**src/rtl/pipeline_chain_if.sv**
```systemverilog
// pipeline_chain_if -- bundle of every pipeline_chain signal except clock and reset.
//
// Parameters DATA_W / STAGES / CNT_W must match the pipeline_chain instance.
//   i_in_valid / i_in_data / o_in_ready   : upstream handshake into stage 0
//   i_stall[k] / i_flush[k]               : per-stage hold / kill requests
//   o_out_valid / o_out_data / i_out_ready: downstream handshake from the last stage
//   o_stage_valid / o_stage_data          : per-stage debug view (stage k at [k*DATA_W +: DATA_W])
//   o_occupancy                           : registered count of valid stages
//   o_stall_cnt                           : saturating blocked-cycle counter
//   i_dbg_mode / i_dbg_step               : debug freeze and single-advance pulse
// master = the environment driving the pipeline, slave = the pipeline itself.
interface pipeline_chain_if #(
  parameter int DATA_W = 32,
  parameter int STAGES = 4,
  parameter int CNT_W  = 16
);
  logic                     i_in_valid;
  logic [DATA_W-1:0]        i_in_data;
  logic                     o_in_ready;
  logic [STAGES-1:0]        i_stall;
  logic [STAGES-1:0]        i_flush;
  logic                     o_out_valid;
  logic [DATA_W-1:0]        o_out_data;
  logic                     i_out_ready;
  logic [STAGES-1:0]        o_stage_valid;
  logic [STAGES*DATA_W-1:0] o_stage_data;
  logic [3:0]               o_occupancy;
  logic [CNT_W-1:0]         o_stall_cnt;
  logic                     i_dbg_mode;
  logic                     i_dbg_step;

  modport master (
    output i_in_valid, i_in_data, i_stall, i_flush, i_out_ready, i_dbg_mode, i_dbg_step,
    input  o_in_ready, o_out_valid, o_out_data, o_stage_valid, o_stage_data,
           o_occupancy, o_stall_cnt
  );

  modport slave (
    input  i_in_valid, i_in_data, i_stall, i_flush, i_out_ready, i_dbg_mode, i_dbg_step,
    output o_in_ready, o_out_valid, o_out_data, o_stage_valid, o_stage_data,
           o_occupancy, o_stall_cnt
  );
endinterface

```
**src/rtl/pipeline_chain.sv**
```systemverilog
// pipeline_chain -- STAGES-deep valid/ready register chain with per-stage
// stall and flush, a registered occupancy count and a saturating counter of
// cycles in which some valid word could not move.
//
// Ports:
//   i_clk : sole clock, rising edge
//   i_rst : synchronous active-high reset (overrides stall, flush and debug)
//   bus   : pipeline_chain_if.slave carrying all data/handshake/debug signals
//
// Optional feature: define PIPELINE_CHAIN_DBG_EN to compile in debug freeze.
// While i_dbg_mode=1 every ready (including the output handshake) is forced
// low except on cycles with i_dbg_step=1; flush and reset still act, and
// frozen cycles are not counted. Without the macro the debug inputs are ignored.
module pipeline_chain #(
  parameter int DATA_W = 32,
  parameter int STAGES = 4,
  parameter int CNT_W  = 16
) (
  input  logic             i_clk,
  input  logic             i_rst,
  pipeline_chain_if.slave  bus
);

  logic [STAGES-1:0] valid_q, valid_d;
  logic [DATA_W-1:0] data_q [STAGES];
  logic [DATA_W-1:0] data_d [STAGES];
  logic [3:0]        occupancy_q, occupancy_d;
  logic [CNT_W-1:0]  stall_cnt_q, stall_cnt_d;

  logic [STAGES:0]   ready;
  logic [STAGES-1:0] adv_out;
  logic [STAGES-1:0] src_valid;
  logic [DATA_W-1:0] src_data [STAGES];
  logic              freeze;
  logic              blocked;

`ifdef PIPELINE_CHAIN_DBG_EN
  assign freeze = bus.i_dbg_mode && !bus.i_dbg_step;
`else
  assign freeze = 1'b0;
  logic unused_dbg;
  assign unused_dbg = bus.i_dbg_mode ^ bus.i_dbg_step;
`endif

  // Ready ripples from the output back to stage 0 in one cycle, so a stage
  // whose successor is draining can accept in the same cycle (full throughput).
  // A stalled stage neither accepts nor releases its word.
  always_comb begin
    ready          = '0;
    adv_out        = '0;
    ready[STAGES]  = bus.i_out_ready && !freeze;
    for (int k = STAGES - 1; k >= 0; k--) begin
      adv_out[k] = valid_q[k] && !bus.i_stall[k] && ready[k+1];
      ready[k]   = !freeze && !bus.i_stall[k] && (!valid_q[k] || adv_out[k]);
    end
  end

  // Word offered to each stage: upstream input for stage 0, otherwise the
  // previous stage, which shows a bubble while it is stalled.
  assign src_valid   = {valid_q[STAGES-2:0] & ~bus.i_stall[STAGES-2:0], bus.i_in_valid};
  assign src_data[0] = bus.i_in_data;

  genvar gi;
  generate
    for (gi = 1; gi < STAGES; gi++) begin : g_src
      assign src_data[gi] = data_q[gi-1];
    end
  endgenerate

  always_comb begin
    valid_d = valid_q;
    for (int k = 0; k < STAGES; k++) begin
      data_d[k] = data_q[k];
    end
    for (int k = 0; k < STAGES; k++) begin
      // Flush wins over everything, including a word arriving this cycle.
      if (bus.i_flush[k]) begin
        valid_d[k] = 1'b0;
        data_d[k]  = '0;
      end else if (ready[k]) begin
        valid_d[k] = src_valid[k];
        data_d[k]  = src_valid[k] ? src_data[k] : '0;
      end
    end

    occupancy_d = '0;
    for (int k = 0; k < STAGES; k++) begin
      occupancy_d = occupancy_d + 4'(valid_d[k]);
    end

    blocked     = (|(valid_q & ~adv_out)) && !freeze;
    stall_cnt_d = stall_cnt_q;
    if (blocked && (stall_cnt_q != {CNT_W{1'b1}})) begin
      stall_cnt_d = stall_cnt_q + CNT_W'(1);
    end
  end

  always_ff @(posedge i_clk) begin
    if (i_rst) begin
      valid_q     <= '0;
      occupancy_q <= '0;
      stall_cnt_q <= '0;
      for (int k = 0; k < STAGES; k++) begin
        data_q[k] <= '0;
      end
    end else begin
      valid_q     <= valid_d;
      occupancy_q <= occupancy_d;
      stall_cnt_q <= stall_cnt_d;
      for (int k = 0; k < STAGES; k++) begin
        data_q[k] <= data_d[k];
      end
    end
  end

  assign bus.o_in_ready    = ready[0];
  assign bus.o_out_valid   = valid_q[STAGES-1];
  assign bus.o_out_data    = data_q[STAGES-1];
  assign bus.o_stage_valid = valid_q;
  assign bus.o_occupancy   = occupancy_q;
  assign bus.o_stall_cnt   = stall_cnt_q;

  generate
    for (gi = 0; gi < STAGES; gi++) begin : g_dbg_data
      assign bus.o_stage_data[gi*DATA_W +: DATA_W] = data_q[gi];
    end
  endgenerate

endmodule

```
**src/flat_wrapper.sv**
```systemverilog
// flat-port wrapper written by rule: the top's interface ports become plain ports
module pipeline_chain_flat 
#(
  parameter int DATA_W = 32,
  parameter int STAGES = 4,
  parameter int CNT_W  = 16
)
  (i_clk, i_rst, bus_i_in_valid, bus_i_in_data, bus_i_stall, bus_i_flush, bus_i_out_ready, bus_i_dbg_mode, bus_i_dbg_step, bus_o_in_ready, bus_o_out_valid, bus_o_out_data, bus_o_stage_valid, bus_o_stage_data, bus_o_occupancy, bus_o_stall_cnt);
  pipeline_chain_if #(.DATA_W(DATA_W), .STAGES(STAGES), .CNT_W(CNT_W)) bus_i ();
  input  logic i_clk;
  input  logic i_rst;
  input wire logic [$bits(bus_i.i_in_valid)-1:0] bus_i_in_valid;
  input wire logic [$bits(bus_i.i_in_data)-1:0] bus_i_in_data;
  input wire logic [$bits(bus_i.i_stall)-1:0] bus_i_stall;
  input wire logic [$bits(bus_i.i_flush)-1:0] bus_i_flush;
  input wire logic [$bits(bus_i.i_out_ready)-1:0] bus_i_out_ready;
  input wire logic [$bits(bus_i.i_dbg_mode)-1:0] bus_i_dbg_mode;
  input wire logic [$bits(bus_i.i_dbg_step)-1:0] bus_i_dbg_step;
  output wire logic [$bits(bus_i.o_in_ready)-1:0] bus_o_in_ready;
  output wire logic [$bits(bus_i.o_out_valid)-1:0] bus_o_out_valid;
  output wire logic [$bits(bus_i.o_out_data)-1:0] bus_o_out_data;
  output wire logic [$bits(bus_i.o_stage_valid)-1:0] bus_o_stage_valid;
  output wire logic [$bits(bus_i.o_stage_data)-1:0] bus_o_stage_data;
  output wire logic [$bits(bus_i.o_occupancy)-1:0] bus_o_occupancy;
  output wire logic [$bits(bus_i.o_stall_cnt)-1:0] bus_o_stall_cnt;
  assign bus_i.i_in_valid = bus_i_in_valid;
  assign bus_i.i_in_data = bus_i_in_data;
  assign bus_i.i_stall = bus_i_stall;
  assign bus_i.i_flush = bus_i_flush;
  assign bus_i.i_out_ready = bus_i_out_ready;
  assign bus_i.i_dbg_mode = bus_i_dbg_mode;
  assign bus_i.i_dbg_step = bus_i_dbg_step;
  assign bus_o_in_ready = bus_i.o_in_ready;
  assign bus_o_out_valid = bus_i.o_out_valid;
  assign bus_o_out_data = bus_i.o_out_data;
  assign bus_o_stage_valid = bus_i.o_stage_valid;
  assign bus_o_stage_data = bus_i.o_stage_data;
  assign bus_o_occupancy = bus_i.o_occupancy;
  assign bus_o_stall_cnt = bus_i.o_stall_cnt;
  pipeline_chain #(.DATA_W(DATA_W), .STAGES(STAGES), .CNT_W(CNT_W)) u_core (.i_clk(i_clk), .i_rst(i_rst), .bus(bus_i));
endmodule
```
**config.mk**
```make
export PLATFORM = sky130hd
export DESIGN_NAME = pipeline_chain_flat
export DESIGN_NICKNAME = d
export VERILOG_FILES = /design/src/rtl/pipeline_chain_if.sv /design/src/rtl/pipeline_chain.sv /design/src/flat_wrapper.sv
export SDC_FILE = /design/constraint.sdc
export NUM_CORES = 1
export LEC_CHECK = 0
export ABC_AREA = 1
export CAP_MARGIN = 20
export CORE_UTILIZATION = 45
export CTS_CLUSTER_SIZE = 8
export DETAILED_ROUTE_END_ITERATION = 6
export PLACE_DENSITY = 0.81
export SKIP_CTS_REPAIR_TIMING = 1
export SLEW_MARGIN = 30
export SYNTH_ARGS = -nofsm -noshare
export SYNTH_HDL_FRONTEND = slang
export SYNTH_SLANG_ARGS = --single-unit
```
**constraint.sdc**
```tcl
create_clock -name i_clk -period 2.8 [get_ports i_clk]
set_input_delay 0.42 -clock i_clk [delete_from_list [all_inputs] [get_ports i_clk]]
set_output_delay 0.42 -clock i_clk [all_outputs]
set_load 0.005 [all_outputs]
```
* Word-level counts from Yosys, hierarchy flattened *
Memories as Yosys holds them, arrays and structs flattened.
Index checks and enable logic that the tools add are counted.

storage, ports and cells
  flip-flop bits (word level) = 24
  memories = 1
  memory bits (writable) = 128

operators by class
  bitwise logic cells = 8
  add/sub/neg operators = 4
  reduce and logical (&&, ||, !) cells = 26
  equal/unequal tests = 1
  mux-type cells = 27

memories
  memory         words  width  read ports  clocked after Yosys merged registers in  wr ports  line                  text
  u_core.data_q  4      32     4           0                                        4         pipeline_chain.sv:25  logic [DATA_W-1:0] data_q [STAGES];

operators with widths
  operator                                                          number
  32-bit 2-to-1 mux                                                 16
  16-bit by 1-bit adder with 16-bit output (second input constant)  1
  16-bit inequality test (second input constant)                    1
  1-bit logical AND                                                 13
  1-bit 2-to-1 mux                                                  11
  4-bit by 1-bit adder with 4-bit output                            2
  1-bit logical NOT                                                 8
  4-bit AND                                                         1
  1-bit logical OR                                                  4
  4-bit NOT                                                         1
  1-bit bitwise OR                                                  4
  4-bit OR reduction                                                1
  3-bit AND                                                         1
  3-bit NOT                                                         1
  1-bit by 1-bit adder with 2-bit output                            1

* Logic depth before layout (Yosys ltp) *
  depth in word-level cells = 19
  depth in mapped cells = 15
  mapped depth without buffers = 13

* Least setup slack after synthesis *
Ideal clock, no wire load.

  path type = input to register
  from = in bus_i_out_ready
  to = reg u_core.occupancy_q[1], in the netlist u_core.bus.o_occupancy[1]
  cell stages on the path = 15
  slack = 0.233 ns
  library setup time = 0.136 ns
  arrival = 2.431 ns
  path buffers = 2
  path through = inv_1 > a21o_1 > buf_2 > a21oi_4 > a21oi_4 > clkbuf_1 > inv_1 > nand2_1 > nand2_1 > inv_1 > ha_1 > fa_1 > ha_1 > inv_1 > nor2_1

RTL lines
  what                                                  line                   text
  from (decl)                                           flat_wrapper.sv:16     input wire logic [$bits(bus_i.i_out_ready)-1:0] bus_i_out_ready;
  1-bit logical AND                                     pipeline_chain.sv:53   adv_out[k] = valid_q[k] && !bus.i_stall[k] && ready[k+1];
  1-bit logical OR                                      pipeline_chain.sv:54   ready[k] = !freeze && !bus.i_stall[k] && (!valid_q[k] || adv_out[k]);
  1-bit logical AND                                     pipeline_chain.sv:54
  1-bit logical AND                                     pipeline_chain.sv:53
  1-bit logical OR                                      pipeline_chain.sv:54
  1-bit logical AND                                     pipeline_chain.sv:54
  1-bit logical AND                                     pipeline_chain.sv:53
  1-bit logical OR                                      pipeline_chain.sv:54
  1-bit logical AND                                     pipeline_chain.sv:54
  1-bit 2-to-1 mux                                      pipeline_chain.sv:80   end else if (ready[k]) begin
  1-bit 2-to-1 mux                                      pipeline_chain.sv:77   if (bus.i_flush[k]) begin
  net u_core.valid_d[1]                                 pipeline_chain.sv:24   logic [STAGES-1:0] valid_q, valid_d;
  1-bit by 1-bit adder with 2-bit output                pipeline_chain.sv:88   occupancy_d = occupancy_d + 4'(valid_d[k]);
  4-bit by 1-bit adder with 4-bit output (2 in series)  pipeline_chain.sv:88
  net u_core.occupancy_d[1]                             pipeline_chain.sv:27   logic [3:0] occupancy_q, occupancy_d;
  to (signal assigned)                                  pipeline_chain.sv:108  occupancy_q <= occupancy_d;
  to (decl)                                             pipeline_chain.sv:27

The timed path passes the listed nets, and every way through them passes these cells.
A chain may end at the register's enable or synchronous reset.

* Final worst setup path *
  from = in bus_i_out_ready
  to = out bus_o_in_ready

on the way
  cells in the longest elaborated chain, start to end = 12

RTL lines
  what               line                  text
  1-bit logical AND  pipeline_chain.sv:53
  1-bit logical OR   pipeline_chain.sv:54
  1-bit logical AND  pipeline_chain.sv:54
  1-bit logical AND  pipeline_chain.sv:53
  1-bit logical OR   pipeline_chain.sv:54
  1-bit logical AND  pipeline_chain.sv:54
  1-bit logical AND  pipeline_chain.sv:53
  1-bit logical OR   pipeline_chain.sv:54
  1-bit logical AND  pipeline_chain.sv:54
  1-bit logical AND  pipeline_chain.sv:53
  1-bit logical OR   pipeline_chain.sv:54
  1-bit logical AND  pipeline_chain.sv:54
  to (decl)          flat_wrapper.sv:19    output wire logic [$bits(bus_i.o_in_ready)-1:0] bus_o_in_ready;

No other way between the ends.

==> run metrics <==
later-pin clock latency in the skew report 0.42 ns; Comb power frac 0.059; antenna violations before repair 0; R2R Setup Slk 0.36 ns; Worst Reg2Reg Path Length in Cells 12; Vias 6114; Startpoint Class input port; final hold vios 0; max_slew headroom 0.603; WL/cell 15.6 um; # port buffers 228; HPWL Detailed 13100 um; fin worst setup slack 0.123 ns; RSZ-0062 raised after global routing false; # H-tree levels 4; Clock power frac 0.479; Final Routed Wirelength 18200 um; CTS clk-pin slew, worst paths 0.06 ns; CP Cell Sequence clkdlybuf4s50_1 > inv_1 > a21oi_4 > o21bai_4 > a21oi_4 > o21a_4 > buf_12 > clkdlybuf4s50_1; endpoints failing setup 0; DR pass1 iterations 5; CTS root buf clkbuf_16; Initial Utilization 0.469; Sw Ratio 0.216; total gr overflow 0; Yosys cell types 30; Diodes inserted 0; clock skew 0.00696 ns; Core Util, Final 0.676; fmax 0.374 GHz; Row Count 42; DR vias/cell 5.26; CORE AREA 13400 um^2; Worst Path Arrival 2.26 ns; Inserted Clock Buffers 17; Area Overhead vs Synth 44.2%; Worst Setup EP bus_o_in_ready; Ys Warns 0; r2r startpoint u_core.bus.o_stage_valid[2]; Die Ht 120 um; first-pass GRT wire length 28400 um; Detailed Route Iter0 Violations 613; worst-path maximum fanout 33; max-cap viol count 0; Req. time, crit path 2.38 ns; share of the synthesized area in the top cell type 0.481; slowest stage cell, crit path clkdlybuf4s50_1; die width 120 um; top cell type by total area after synthesis dfxtp_1; worst vdd ir 0.413 mV; register area share after synthesis 0.481; Residual DRC 0; Clock Sinks 151; flops & latches, synth 151; worst r2r dst u_core.bus.o_occupancy[1]; Setup crit end kind primary output; Switch Pwr 0.00101 W; layout cells sized above 1 0.0781; final net count 1025; synthesized cell area 6280 um^2; total power 0.00470 W; Max Slew Vio Count 0; Worst-Margin Slew 0.595 ns; sequential share of power 0.463; HP Start u_core.data_q[3][23]; Gate Count Post-Synth 799; min cycle time layout 2.68 ns; Int Pwr 0.00368 W; gp weighted congestion 0.916; Worst Setup SP bus_i_out_ready; Period Utilization, post-route 0.956; clk buf depth 2; via count of the first global-routing pass 5345; Crit Path Class in2out; CTS tree done; PwrDens 519 nW/um^2; die area 14400 um^2; Setup Slack @ Placement -0.104 ns; status finished clean; Synth area leaders dfxtp_1, nand3_1, a21oi_1; Overall Global Routing Usage 0.253; Avg Inst Size Synth 7.86 um^2; Routed Antenna Nets 0; HP Class reg2reg; Lkg Pwr 2.98 nW; largest net degree at the start of global routing 34; IO Count 232; largest stage delay on the critical path 0.53 ns; Syn Nets 849
-- power groups by stage --
stage,sequential [W],combinational [W],clock (W)
after floorplan,0.00222,0.000142,0
after global placement,0.00222,0.000268,0
after detailed placement,0.00222,0.000270,0
after CTS,0.00217,0.000271,0.00229
after global routing,0.00217,0.000298,0.00238
final,0.00217,0.000275,0.00225
-- cell type report --
cell class | count | area [um^2]
multi-input cells | 526 | 2660
clock inverters | 10 | 130
flip-flops and latches | 151 | 3020
well taps | 176 | 220
fillers | 1127 | 4340
inverters | 27 | 101
repair buffers | 252 | 2470
clock buffers | 20 | 447
-- metal layers --
| metal | GRT usage | up-vias | part of all wire |
|---|---|---|---|
| li1 | - | 3022 | - |
| met3 | 0.0518 | 45 | 0.059 |
| met1 | 0.365 | 2802 | 0.46 |
| met5 | 0 | - | 0 |
| met4 | 0.144 | 0 | 0.040 |
| met2 | 0.347 | 245 | 0.44 |
-- synth_stat cells (all sizes together) --
cell,count
buf,47
nand4,2
dfxtp,151
fa,1
or2,1
ha,3
conb,1
a21oi,148
a21o,1
xor2,7
clkbuf,48
o21ai,35
nand2,137
o21bai,1
nor2,26
o31ai,1
xnor2,6
nor3,3
inv,27
o21a,1
nand3,152
-- through the flow --
| stage | std cells | setup TNS, ns | hold slack (ns) | area [um^2] |
|---|---|---|---|---|
| floorplan | 799 | 0 | 0.473 | 6280 |
| global placement | 1132 | -0.0853 | 0.467 | 8460 |
| detailed placement | 1132 | -0.145 | 0.472 | 8460 |
| CTS | 1162 | -0.0568 | 0.481 | 9040 |
| global route | 1162 | 0 | 0.497 | 9060 |
| finish | 1162 | 0 | 0.480 | 9060 |
-- logic make-up after synthesis --
logic type                 share of synthesized area
adders and majority gates                    0.00917
xor gates and xnor gates                      0.0181
other                                       0.000597
AOI/OAI and AO/OA                              0.166
DFF                                            0.481
buffers and inverters                         0.0974
and+or+nand+nor                                0.228
-- sequential cells by signal, summed over array words and instances, names as in the netlist --
register	flops
u_core.bus.o_stage_valid	4
u_core.data_q	128
u_core.bus.o_occupancy	3
u_core.bus.o_stall_cnt	16
-- worst min-delay path by stage --
stage	endpoint	cells past startpoint
after global placement	u_core.data_q[3][21]	2
after global routing	u_core.data_q[3][17]	2
after CTS	u_core.data_q[3][17]	2
final	u_core.data_q[3][23]	2
after floorplan	u_core.data_q[0][1]	2
after detailed placement	u_core.data_q[2][20]	2
-- layout by cell type, fill, tap and decap left out, types with 2 or more instances in the layout --
cell	n
nand2_4	2
nor2_1	22
xnor2_1	6
a21oi_1	134
clkbuf_16	17
a21oi_4	4
nand2_1	135
o21ai_0	35
nor3_1	3
ha_1	3
dfxtp_1	151
clkdlybuf4s50_1	228
nand3_1	152
nor2_2	4
inv_1	26
bufinv_16	3
clkinvlp_4	2
xor2_1	7
clkbuf_1	2
a21oi_2	10
clkinv_2	5
buf_4	23
-- critical path: cells and delay by family --
kind	cells	cell delay (ns)
AO/OA/AOI/OAI	4	0.59
buffers and inverters	4	1.24
(Power assumes the default switching activity.)
